File: config.mk
export PLATFORM = sky130hd
export DESIGN_NAME = ex_stage_exmem
export DESIGN_NICKNAME = d
export VERILOG_FILES = /design/src/rtl/ex_stage_exmem.sv
export SDC_FILE = /design/constraint.sdc
export NUM_CORES = 1
export LEC_CHECK = 0
export BUFFER_PORTS_ARGS = -buffer_cell sky130_fd_sc_hd__buf_2
export CORE_MARGIN = 2
export CORE_UTILIZATION = 30
export CTS_CLUSTER_SIZE = 14
export DETAILED_ROUTE_END_ITERATION = 8
export PLACE_DENSITY_LB_ADDON = 0.2
export REMOVE_ABC_BUFFERS = 1
export SYNTH_ARGS = -nofsm -noshare
export SYNTH_HDL_FRONTEND = slang
export SYNTH_SLANG_ARGS = --single-unit
File: constraint.sdc
create_clock -name clock -period 4.3 [get_ports clock]
set_input_delay 0.215 -clock clock [delete_from_list [all_inputs] [get_ports clock]]
set_output_delay 0.215 -clock clock [all_outputs]
set_load 0.03 [all_outputs]
File: src/rtl/ex_stage_exmem.sv
// EX stage and EX/MEM pipeline register: single-cycle ALU plus an iterative 32-cycle
// shift-add multiplier that stalls the front end while it runs.
module ex_stage_exmem #(
    parameter int unsigned MUL_CYCLES = 32
) (
    input  logic        clock,
    input  logic        reset_0,
    input  logic [31:0] a_ex,
    input  logic [31:0] b_ex,
    input  logic [31:0] imm_ex,
    input  logic [31:0] pc_ex,
    input  logic [4:0]  rw_ex,
    input  logic [3:0]  op_ex,
    input  logic        wreg_ex,
    input  logic        m2reg_ex,
    input  logic        wmem_ex,
    input  logic        aluimm_ex,
    input  logic        shift_ex,
    input  logic        jal_ex,
    input  logic        flush_ex,
    output logic        stall_ex,
    output logic [31:0] alu_mem,
    output logic [31:0] b_mem,
    output logic [4:0]  rw_mem,
    output logic        wreg_mem,
    output logic        m2reg_mem,
    output logic        wmem_mem
);

    localparam int unsigned CntW = $clog2(MUL_CYCLES);
    localparam logic [CntW-1:0] CntLast = CntW'(MUL_CYCLES - 1);

    typedef enum logic [1:0] {StIdle, StBusy, StDone} state_e;

    state_e          state_q, state_d;
    logic [CntW-1:0] cnt_q, cnt_d;
    logic [31:0]     acc_q, acc_d;
    logic [31:0]     mcand_q, mcand_d;
    logic [31:0]     mplier_q, mplier_d;
    logic [31:0]     alu_mem_d, b_mem_d;
    logic [4:0]      rw_mem_d;
    logic            wreg_mem_d, m2reg_mem_d, wmem_mem_d;

    logic [31:0] srca, srcb, result;
    logic        mul_start;

    assign srca      = shift_ex ? {27'b0, imm_ex[10:6]} : a_ex;
    assign srcb      = aluimm_ex ? imm_ex : b_ex;
    assign mul_start = (state_q == StIdle) && (op_ex == 4'd11) && !jal_ex;
    // Flush aborts a multiply, so it must also release the stall in the same cycle.
    assign stall_ex  = reset_0 && !flush_ex && (mul_start || (state_q == StBusy));

    always_comb begin
        result = 32'b0;
        if (jal_ex) begin
            result = pc_ex + 32'd4;
        end else begin
            case (op_ex)
                4'd0:    result = srca + srcb;
                4'd1:    result = srca - srcb;
                4'd2:    result = srca & srcb;
                4'd3:    result = srca | srcb;
                4'd4:    result = srca ^ srcb;
                4'd5:    result = {srcb[15:0], 16'b0};
                4'd6:    result = srcb << srca[4:0];
                4'd7:    result = srcb >> srca[4:0];
                4'd8:    result = $unsigned($signed(srcb) >>> srca[4:0]);
                4'd9:    result = {31'b0, $signed(srca) < $signed(srcb)};
                4'd10:   result = {31'b0, srca < srcb};
                default: result = 32'b0;
            endcase
        end
    end

    always_comb begin
        state_d     = state_q;
        cnt_d       = cnt_q;
        acc_d       = acc_q;
        mcand_d     = mcand_q;
        mplier_d    = mplier_q;
        alu_mem_d   = 32'b0;
        b_mem_d     = 32'b0;
        rw_mem_d    = 5'b0;
        wreg_mem_d  = 1'b0;
        m2reg_mem_d = 1'b0;
        wmem_mem_d  = 1'b0;
        if (flush_ex) begin
            state_d = StIdle;
        end else begin
            unique case (state_q)
                StIdle: begin
                    if (mul_start) begin
                        mcand_d  = srca;
                        mplier_d = srcb;
                        acc_d    = 32'b0;
                        cnt_d    = '0;
                        state_d  = StBusy;
                    end else begin
                        alu_mem_d   = result;
                        b_mem_d     = b_ex;
                        rw_mem_d    = rw_ex;
                        wreg_mem_d  = wreg_ex;
                        m2reg_mem_d = m2reg_ex;
                        wmem_mem_d  = wmem_ex;
                    end
                end
                StBusy: begin
                    if (mplier_q[0]) acc_d = acc_q + mcand_q;
                    mcand_d  = mcand_q << 1;
                    mplier_d = mplier_q >> 1;
                    cnt_d    = cnt_q + 1'b1;
                    if (cnt_q == CntLast) state_d = StDone;
                end
                StDone: begin
                    alu_mem_d   = acc_q;
                    b_mem_d     = b_ex;
                    rw_mem_d    = rw_ex;
                    wreg_mem_d  = wreg_ex;
                    m2reg_mem_d = m2reg_ex;
                    wmem_mem_d  = wmem_ex;
                    state_d     = StIdle;
                end
                default: state_d = StIdle;
            endcase
        end
    end

    always_ff @(posedge clock or negedge reset_0) begin
        if (!reset_0) begin
            state_q   <= StIdle;
            cnt_q     <= '0;
            acc_q     <= 32'b0;
            mcand_q   <= 32'b0;
            mplier_q  <= 32'b0;
            alu_mem   <= 32'b0;
            b_mem     <= 32'b0;
            rw_mem    <= 5'b0;
            wreg_mem  <= 1'b0;
            m2reg_mem <= 1'b0;
            wmem_mem  <= 1'b0;
        end else begin
            state_q   <= state_d;
            cnt_q     <= cnt_d;
            acc_q     <= acc_d;
            mcand_q   <= mcand_d;
            mplier_q  <= mplier_d;
            alu_mem   <= alu_mem_d;
            b_mem     <= b_mem_d;
            rw_mem    <= rw_mem_d;
            wreg_mem  <= wreg_mem_d;
            m2reg_mem <= m2reg_mem_d;
            wmem_mem  <= wmem_mem_d;
        end
    end

endmodule

==> results.sh, run 1 <==
export IMPL_status="complete, no violations"
export IMPL_cp_slowest_stage_delay_ns=0.56
export IMPL_grt_pass1_wl_um=137500
export IMPL_path_cells="dlygate4sd3_1 -> buf_2 -> mux2i_1 -> inv_1 -> ha_1 -> fa_1 -> a21oi_1 -> nor3_1 -> nor3_2 -> o22ai_1 -> nor2_1 -> o221ai_2 -> buf_4 -> a311oi_1 -> nor3_1 -> a2111oi_1 -> a21oi_1"
export IMPL_reg2reg_slack_ns=0.65
export IMPL_dpl_cell_count=3467
export IMPL_die_h_um=253.3
export IMPL_synth_edf_count=0
export IMPL_powerDensity_nw_per_um2=328.5
export IMPL_async_reset_ff_share_pct=100.0
export IMPL_cellLeakagePower_nw=10.21
export IMPL_final_cells=3541
export IMPL_critPathBufInv=4
export IMPL_ios=219
export IMPL_vias=20450
export IMPL_rsz0062_at_grt="no"
export IMPL_synth_area_per_cell_um2=7.657
export IMPL_synth_top_cell_area_share_pct=23.49
export IMPL_drc_errors=0
export IMPL_cts_buffers=17
export IMPL_required_ns=4.68
export IMPL_hold_class="input port to flip-flop"
export IMPL_rows=91
export IMPL_synth_cell_types=98
export IMPL_ys_top_cells_by_count="a21oi_1 (295), nor2_1 (272), nand2_1 (229)"
export IMPL_yosysSeqAreaShare_pct=23.49
export IMPL_drv_cap=0
export IMPL_dpl_worst_slack_ns=-0.01475
export IMPL_htreeDepth=4
export IMPL_cts_tree="done"
export IMPL_multi_input_area_um2=13250
export IMPL_setup_viol_count_final=0
export IMPL_irDropWorstVdd_mv=0.3422
export IMPL_area_growth_pct=19.72
export IMPL_max_freq_ghz=0.2546
export IMPL_tightest_slew_ns=1.093
export IMPL_drive_gt1_share_pct=17.65
export IMPL_via_per_inst=5.776
export IMPL_synth_flop_cell="dfrtp_1"
export IMPL_finalClockSkew_ns=0.01238
export IMPL_start_util_pct=30.27
export IMPL_period_share_pct=91.35
export IMPL_crit_family="compound AO/OA/AOI/OAI gates"
export IMPL_cts_sinks=175
export IMPL_total_power_mw=7.332
export IMPL_first_pass_iters=6
export IMPL_core_um2=61600
export IMPL_fin_hold_ws_ns=0.1156
export IMPL_synth_area_um2=18650
export IMPL_grt_max_degree=90
export IMPL_antenna_left=0
export IMPL_synth_most_common_cell="a21oi_1"
export IMPL_grt_usage_pct=29.35
export IMPL_antenna_found_initial=2
export IMPL_hold_viol_final=0
export IMPL_layout_nets=2975
export IMPL_cts_setup_buffers=0
export IMPL_layout_setup_ws_ns=0.3720
export IMPL_ys_seq_elements=175
export IMPL_cp_slowest_cell="dlygate4sd3_1"
export IMPL_clk_pin_slew_ns=0.08
export IMPL_fill_cells=6587
export IMPL_final_max_slew_violation_count=0
export IMPL_regArea_um2=4379
export IMPL_finish_utilization_pct=36.24
export IMPL_yosys_warnings=0
export IMPL_portBuffers=218
export IMPL_cp_max_fo=4
export IMPL_wire_per_inst_um=26.93
export IMPL_insertion_delay_ns=0.51
export IMPL_die_x_um=253.3
export IMPL_place_hpwl_um=74090
export IMPL_cp_arrival_ns=4.31
export IMPL_gp_congestion=1.006
export IMPL_wirelength_um=95370
export IMPL_cp_end_kind="flip-flop"
export IMPL_timing_setup_critical_path_class="input port to flip-flop"
export IMPL_cts_root_buf="clkbuf_16"
export IMPL_ctsHoldBuffers=41
export IMPL_grt_pass1_vias=19930
export IMPL_synth_top_cells_by_area="dfrtp_1 (23%), ha_1 (9.1%), a21oi_1 (7.9%)"
export IMPL_synth_top_cell_by_area="dfrtp_1"
export IMPL_grt_overflow=0
export IMPL_slew_limit_headroom_pct=26.95
export IMPL_cp_start_kind="input port"
export IMPL_drt_iter0_drc=2204
export IMPL_dieArea_um2=64160
export IMPL_clock_path_buffers=2
export IMPL_synthesis_instances=2435
export IMPL_ctsResizeCount=0
export IMPL_min_period_ns=3.928
-- layout by cell type, fill, tap and decap left out, types with 28 or more instances in the layout --
master	count
a211oi_1	37
a21o_1	32
a21oi_1	295
and2_1	49
buf_2	217
buf_4	140
dfrtp_1	175
dlygate4sd3_1	41
ha_1	136
inv_1	97
mux2i_1	133
nand2_1	227
nand3_1	51
nor2_1	272
nor2b_1	31
nor3_1	51
o211ai_1	37
o21ai_0	162
o22ai_1	28
xor2_1	35
-- routing by layer --
| layer | global-route usage (%) | wire [um] |
|---|---|---|
| met5 | 0 | 0 |
| met4 | 12.17 | 3852 |
| met3 | 4.482 | 6516 |
| met2 | 46.60 | 42920 |
| met1 | 39.56 | 42090 |
-- power by group --
group / switching [mW] / internal [mW] / leakage, nW / total, mW
combinational: 2.17 / 1.28 / 7.71 / 3.45
clock: 0.825 / 0.832 / 0.288 / 1.66
sequential: 0.270 / 1.95 / 2.21 / 2.22
total: 3.26 / 4.07 / 10.2 / 7.33
-- cell families (layout without fill, tap and decap cells) --
group | Yosys count | count (layout) | share of synthesized area, %
XOR/XNOR | 59 | 59 | 2.771
AO/OA/AOI/OAI | 842 | 842 | 29.48
other | 0 | 1 | 0
flip-flops | 175 | 175 | 23.49
buffers and inverters | 269 | 537 | 5.993
adder cells (fa/ha/maj) | 139 | 139 | 9.448
AND/OR/NAND/NOR | 786 | 786 | 19.30
multiplexers | 165 | 165 | 9.522
-- worst paths after layout --
check                                            start  depth (start not counted)                 endpoint
worst min-delay path                          flush_ex                          4     cnt_q[4]$_DFFE_PN0P_
min in group asynchronous                      reset_0                          2  mplier_q[4]$_DFFE_PN0P_
max in group asynchronous                      reset_0                          3  mcand_q[26]$_DFFE_PN0P_
worst max register to register  mcand_q[0]$_DFFE_PN0P_                         13    acc_q[30]$_DFFE_PN0P_
worst min register to register   acc_q[12]$_DFFE_PN0P_                          1    alu_mem[12]$_DFF_PN0_
worst max-delay path                           b_ex[0]                         17    alu_mem[28]$_DFF_PN0_
-- through the flow --
step                setup TNS, ns  instance area [um2]
finish                          0                22320
global route                    0                22320
global placement                0                21320
floorplan                 -186.28                17910
detailed placement       -0.01475                21320
CTS                             0                22320
-- cell type report --
| cell class | instances | area share [%] |
|---|---|---|
| multi-input cells | 1991 | 59.36 |
| inverters | 100 | 1.693 |
| clock inverters | 14 | 0.6502 |
| repair buffers | 405 | 12.01 |
| clock buffers | 18 | 1.967 |
| flip-flops and latches | 175 | 19.62 |
| well taps | 837 | 4.692 |
| diodes | 1 | 0.01121 |
-- worst min-delay path, cell delays in order --
cell and delay (ns):
buf_2 0.11, nor2_1 0.11, nand2_1 0.08, o21ai_0 0.06
-- sequential cells by signal, indices dropped and copies added (netlist names) --
register   cells
acc_q         32
alu_mem       32
b_mem         32
cnt_q          5
m2reg_mem      1
mcand_q       32
mplier_q      32
rw_mem         5
state_q        2
wmem_mem       1
wreg_mem       1
Note: power is estimated with default switching activity, not from simulation.
==> inputs of run 2 (changes only) <==
BUFFER_PORTS_ARGS = unset   (was -buffer_cell sky130_fd_sc_hd__buf_2)
DONT_BUFFER_PORTS = 1   (was unset)
==> results.sh, run 2 (same netlist as run 1, synthesis figures left out) <==
export IMPL_status="complete, no violations"
export IMPL_area_growth_pct=12.58
export IMPL_dpl_worst_slack_ns=0.3402
export IMPL_wire_per_inst_um=28.11
export IMPL_hold_viol_final=0
export IMPL_grt_usage_pct=28.64
export IMPL_max_freq_ghz=0.2644
export IMPL_die_x_um=253.3
export IMPL_cts_root_buf="clkbuf_16"
export IMPL_hp_start="jal_ex"
export IMPL_cp_start_kind="flip-flop"
export IMPL_hold_class="input port to flip-flop"
export IMPL_timing_setup_critical_path_class="flip-flop to flip-flop"
export IMPL_grt_max_degree=176
export IMPL_worstSetupStartpoint="acc_q[0]$_DFFE_PN0P_"
export IMPL_layout_setup_ws_ns=0.5183
export IMPL_slew_limit_headroom_pct=24.90
export IMPL_antenna_found_initial=9
export IMPL_grt_pass1_wl_um=134000
export IMPL_wirelength_um=92500
export IMPL_worstHoldPathCells=2
export IMPL_fin_hold_ws_ns=0.04762
export IMPL_holdPathEnd="alu_mem[7]$_DFF_PN0_"
export IMPL_drv_cap=0
export IMPL_ctsHoldBuffers=48
export IMPL_die_h_um=253.3
export IMPL_ios=219
export IMPL_reg2reg_slack_ns=0.52
export IMPL_place_hpwl_um=69380
export IMPL_cts_tree="done"
export IMPL_path_cells="ha_1 -> fa_1 -> a21o_1 -> a21oi_1 -> o21bai_1 -> a32oi_1 -> a21oi_1 -> a2111oi_1 -> buf_4 -> o21bai_1 -> a211oi_1 -> xor2_1 -> o21ai_0"
export IMPL_cellLeakagePower_nw=9.116
export IMPL_r2r_end="acc_q[30]$_DFFE_PN0P_"
export IMPL_start_util_pct=30.27
export IMPL_antenna_left=0
export IMPL_multi_input_area_um2=13240
export IMPL_grt_overflow=0
export IMPL_vias=19510
export IMPL_via_per_inst=5.931
export IMPL_finish_utilization_pct=34.08
export IMPL_core_um2=61600
export IMPL_r2r_start="acc_q[0]$_DFFE_PN0P_"
export IMPL_rr_worst_depth=13
export IMPL_powerDensity_nw_per_um2=341.4
export IMPL_ctsResizeCount=0
export IMPL_fill_cells=6523
export IMPL_min_period_ns=3.782
export IMPL_dpl_cell_count=3209
export IMPL_first_pass_iters=7
export IMPL_cp_slowest_stage_delay_ns=0.55
export IMPL_final_cells=3290
export IMPL_drt_iter0_drc=1896
export IMPL_gp_congestion=0.9816
export IMPL_rows=91
export IMPL_layout_nets=2724
export IMPL_final_common_cell="a21oi_1"
export IMPL_drc_errors=0
export IMPL_htreeDepth=4
export IMPL_drive_gt1_share_pct=8.972
export IMPL_setup_viol_count_final=0
export IMPL_insertion_delay_ns=0.51
export IMPL_rsz0062_at_grt="no"
export IMPL_cp_arrival_ns=4.13
export IMPL_cts_buffers=17
export IMPL_cts_sinks=175
export IMPL_cts_setup_buffers=0
export IMPL_required_ns=4.65
export IMPL_tightest_slew_ns=1.126
export IMPL_dieArea_um2=64160
export IMPL_grt_pass1_vias=19080
export IMPL_regArea_um2=4379
export IMPL_period_share_pct=87.95
export IMPL_portBuffers=0
export IMPL_clock_path_buffers=2
export IMPL_total_power_mw=7.167
export IMPL_cp_max_fo=4
export IMPL_irDropWorstVdd_mv=0.3016
export IMPL_cp_slowest_cell="a2111oi_1"
export IMPL_finalClockSkew_ns=0.01601
export IMPL_layout_common_cells="a21oi_1 (295), nor2_1 (272), nand2_1 (228), dfrtp_1 (175), o21ai_0 (162)"
export IMPL_final_max_slew_violation_count=0
export IMPL_clk_pin_slew_ns=0.09
export IMPL_cp_end_kind="flip-flop"
-- run 2: changes by cell type in the layout (fill, tap and decap cells not counted), sizes merged --
cell,previous run,this run
dlygate4sd3,41,47
inv,108,107
bufinv,1,2
buf,363,107
clkbuf,19,17
clkinvlp,1,2
-- run 2: where the power goes --
part           leakage (nW)  total (mW)  internal (mW)  switching (mW)
registers              2.21        2.33           1.95           0.380
clock network         0.292        1.74          0.875           0.861
logic                  6.61        3.10           1.17            1.93
total                  9.12        7.17           4.00            3.17
-- run 2: layout make-up --
cell class                      instances  share of cell area, %
Multi-Input combinational cell       1991                  63.07
Antenna cell                            1                0.01192
Inverter                              100                  1.800
Clock buffer                           17                  2.027
Tap cell                              837                  4.989
Sequential cell                       175                  20.86
Timing Repair Buffer                  154                  6.402
Clock inverter                         15                 0.8404
-- run 2: worst max path at each step --
stage / to / cells past startpoint
6_report: acc_q[30]$_DFFE_PN0P_ / 13
5_1_grt: acc_q[30]$_DFFE_PN0P_ / 13
4_1_cts: acc_q[30]$_DFFE_PN0P_ / 13
3_5_place_dp: alu_mem[28]$_DFF_PN0_ / 14
3_3_place_gp: alu_mem[28]$_DFF_PN0_ / 14
2_1_floorplan: acc_q[16]$_DFFE_PN0P_ / 6
-- run 2: critical path: cells and delay by family (launching register included) --
family	cells	cell delay, ns
XOR/XNOR	1	0.18
flip-flops	1	0.44
adder cells (fa/ha/maj)	2	0.69
buffers and inverters	1	0.24
AO/OA/AOI/OAI	9	2.08
-- run 2: routing by layer --
layer  track usage (%)  vias to the layer above  share of wire, %
met5                 0                        -             0.086
met4             11.56                       12               3.7
met3             5.613                      144               7.2
met2             44.89                      848                45
met1             38.40                     9650                44
li1                  -                     8858                 -
-- run 2: through the flow --
stage / setup TNS (ns) / cell area [um2]
2_1_floorplan: -186.28 / 17910
4_1_cts: 0 / 20990
5_1_grt: 0 / 20990
6_report: 0 / 20990
3_3_place_gp: 0 / 19890
3_5_place_dp: 0 / 19890
==> inputs of run 3 (changes only) <==
clock period = 3.95 ns   (was 4.3 ns; I/O delays follow)
==> results.sh, run 3 (same netlist as run 1, synthesis figures left out) <==
export IMPL_layout_nets=2777
export IMPL_grt_overflow=0
export IMPL_ios=219
export IMPL_total_power_mw=7.803
export IMPL_slew_limit_headroom_pct=25.94
export IMPL_core_um2=61600
export IMPL_cts_tree="done"
export IMPL_cp_start_kind="flip-flop"
export IMPL_cellLeakagePower_nw=9.370
export IMPL_combPwrFrac_pct=44.2
export IMPL_tightest_slew_ns=1.107
export IMPL_cp_max_fo=4
export IMPL_cp_end_kind="flip-flop"
export IMPL_drv_cap=0
export IMPL_grt_pass1_wl_um=135200
export IMPL_cts_sinks=175
export IMPL_antenna_left=0
export IMPL_intPower_mw=4.344
export IMPL_vias=19990
export IMPL_final_max_slew_violation_count=0
export IMPL_wire_per_inst_um=28.10
export IMPL_clk_pin_slew_ns=0.08
export IMPL_rows=91
export IMPL_seqPwrFrac_pct=32.5
export IMPL_required_ns=4.30
export IMPL_area_growth_pct=14.58
export IMPL_clock_path_buffers=2
export IMPL_via_per_inst=5.975
export IMPL_cts_buffers=17
export IMPL_place_area_um2=20320
export IMPL_violations="negative hold slack"
export IMPL_final_cells=3346
export IMPL_cts_setup_buffers=0
export IMPL_status="finished with violations"
export IMPL_die_x_um=253.3
export IMPL_design_area_um2=21360
export IMPL_setup_viol_count_final=0
export IMPL_critPathBufInv=1
export IMPL_drt_iter0_drc=1955
export IMPL_irDropWorstVdd_mv=0.3206
export IMPL_max_freq_ghz=0.2819
export IMPL_first_pass_iters=6
export IMPL_switching_share_pct=44.33
export IMPL_hold_class="input port to asynchronous set/reset pin"
export IMPL_dieArea_um2=64160
export IMPL_htreeDepth=4
export IMPL_cp_slowest_stage_delay_ns=0.43
export IMPL_ctsHoldBuffers=46
export IMPL_wirelength_um=94010
export IMPL_portBuffers=0
export IMPL_drive_gt1_share_pct=10.94
export IMPL_clkPwrFrac_pct=23.3
export IMPL_hold_viol_final=175
export IMPL_layout_common_cells="a21oi_1 (295), nor2_1 (272), nand2_1 (228), dfrtp_1 (175), o21ai_0 (162)"
export IMPL_ctsResizeCount=0
export IMPL_grt_max_degree=177
export IMPL_gp_congestion=0.9720
export IMPL_fin_hold_ws_ns=-0.6144
export IMPL_antenna_found_initial=8
export IMPL_crit_family="compound AO/OA/AOI/OAI gates"
export IMPL_cp_slowest_cell="dfrtp_1"
export IMPL_rsz0062_at_grt="no"
export IMPL_start_util_pct=30.27
export IMPL_drc_errors=0
export IMPL_cts_root_buf="clkbuf_16"
export IMPL_path_depth=13
export IMPL_crit_path_end="acc_q[30]$_DFFE_PN0P_"
export IMPL_dpl_cell_count=3264
export IMPL_r2r_start="acc_q[0]$_DFFE_PN0P_"
export IMPL_p_sw_mw=3.459
export IMPL_worstSetupStartpoint="acc_q[0]$_DFFE_PN0P_"
export IMPL_min_period_ns=3.547
export IMPL_path_cells="ha_1 -> fa_1 -> a21o_1 -> a21oi_1 -> o21bai_1 -> a32oi_1 -> a21oi_1 -> a2111oi_1 -> buf_4 -> o21bai_1 -> a211oi_1 -> xor2_1 -> o21ai_0"
export IMPL_grt_pass1_vias=19130
export IMPL_rr_worst_depth=13
export IMPL_powerDensity_nw_per_um2=365.2
export IMPL_die_h_um=253.3
export IMPL_fin_tns_setup_ns=0
export IMPL_reg2reg_slack_ns=0.40
export IMPL_grt_usage_pct=28.93
export IMPL_final_common_cell="a21oi_1"
export IMPL_insertion_delay_ns=0.51
export IMPL_r2r_end="acc_q[30]$_DFFE_PN0P_"
export IMPL_period_share_pct=89.79
export IMPL_timing_setup_critical_path_class="flip-flop to flip-flop"
export IMPL_finalClockSkew_ns=0.02097
export IMPL_place_hpwl_um=71970
export IMPL_cp_arrival_ns=3.89
## run 3: cell types whose count changed in the layout (fill, tap and decap cells not counted), sizes merged
| cell | delta |
|---|---|
| diode | +3 |
| clkinvlp | -1 |
| bufinv | -1 |
| buf | +54 |
| dlygate4sd3 | -1 |
| inv | +2 |
## run 3: final cells by class
class                   instances  area, um2
well taps                     837       1047
diodes                          4      10.01
clock inverters                15      147.6
multi-input cells            1991      13250
inverters                     100      377.9
clock buffers                  17      425.4
repair buffers                207       1732
fillers                      6531      40230
flip-flops and latches        175       4379
## run 3: metal layers
metal,GRT usage (%),wire length (um),vias up
met1,39.11,41420,9947
met3,4.955,6759,147
met2,45.54,42220,908
met4,11.61,3554,8
li1,-,-,8981
met5,0,57,-
## run 3: power by group through the flow
stage          clock network, mW  logic, mW  registers [mW]
5_1_grt                     1.93       3.75            2.58
6_report                    1.82       3.45            2.54
3_3_place_gp                   0       3.29            2.57
4_1_cts                     1.87       3.38            2.53
2_1_floorplan                  0       2.25            2.45
3_5_place_dp                   0       3.32            2.57
## run 3: how the worst min path moves through the flow
stage | endpoint | depth (start not counted)
global route | b_mem[8]$_DFF_PN0_ | 0
finish | mplier_q[7]$_DFFE_PN0P_ | 0
floorplan | acc_q[0]$_DFFE_PN0P_ | 0
detailed placement | mplier_q[7]$_DFFE_PN0P_ | 0
CTS | mplier_q[18]$_DFFE_PN0P_ | 0
global placement | mplier_q[7]$_DFFE_PN0P_ | 0
## run 3: metrics by stage
stage	worst slack (ns)	utilization [%]
global route	0.1113	34.67
global placement	0.1763	32.99
CTS	0.4011	34.67
detailed placement	0.1400	32.99
finish	0.4032	34.68
floorplan	-2.756	-
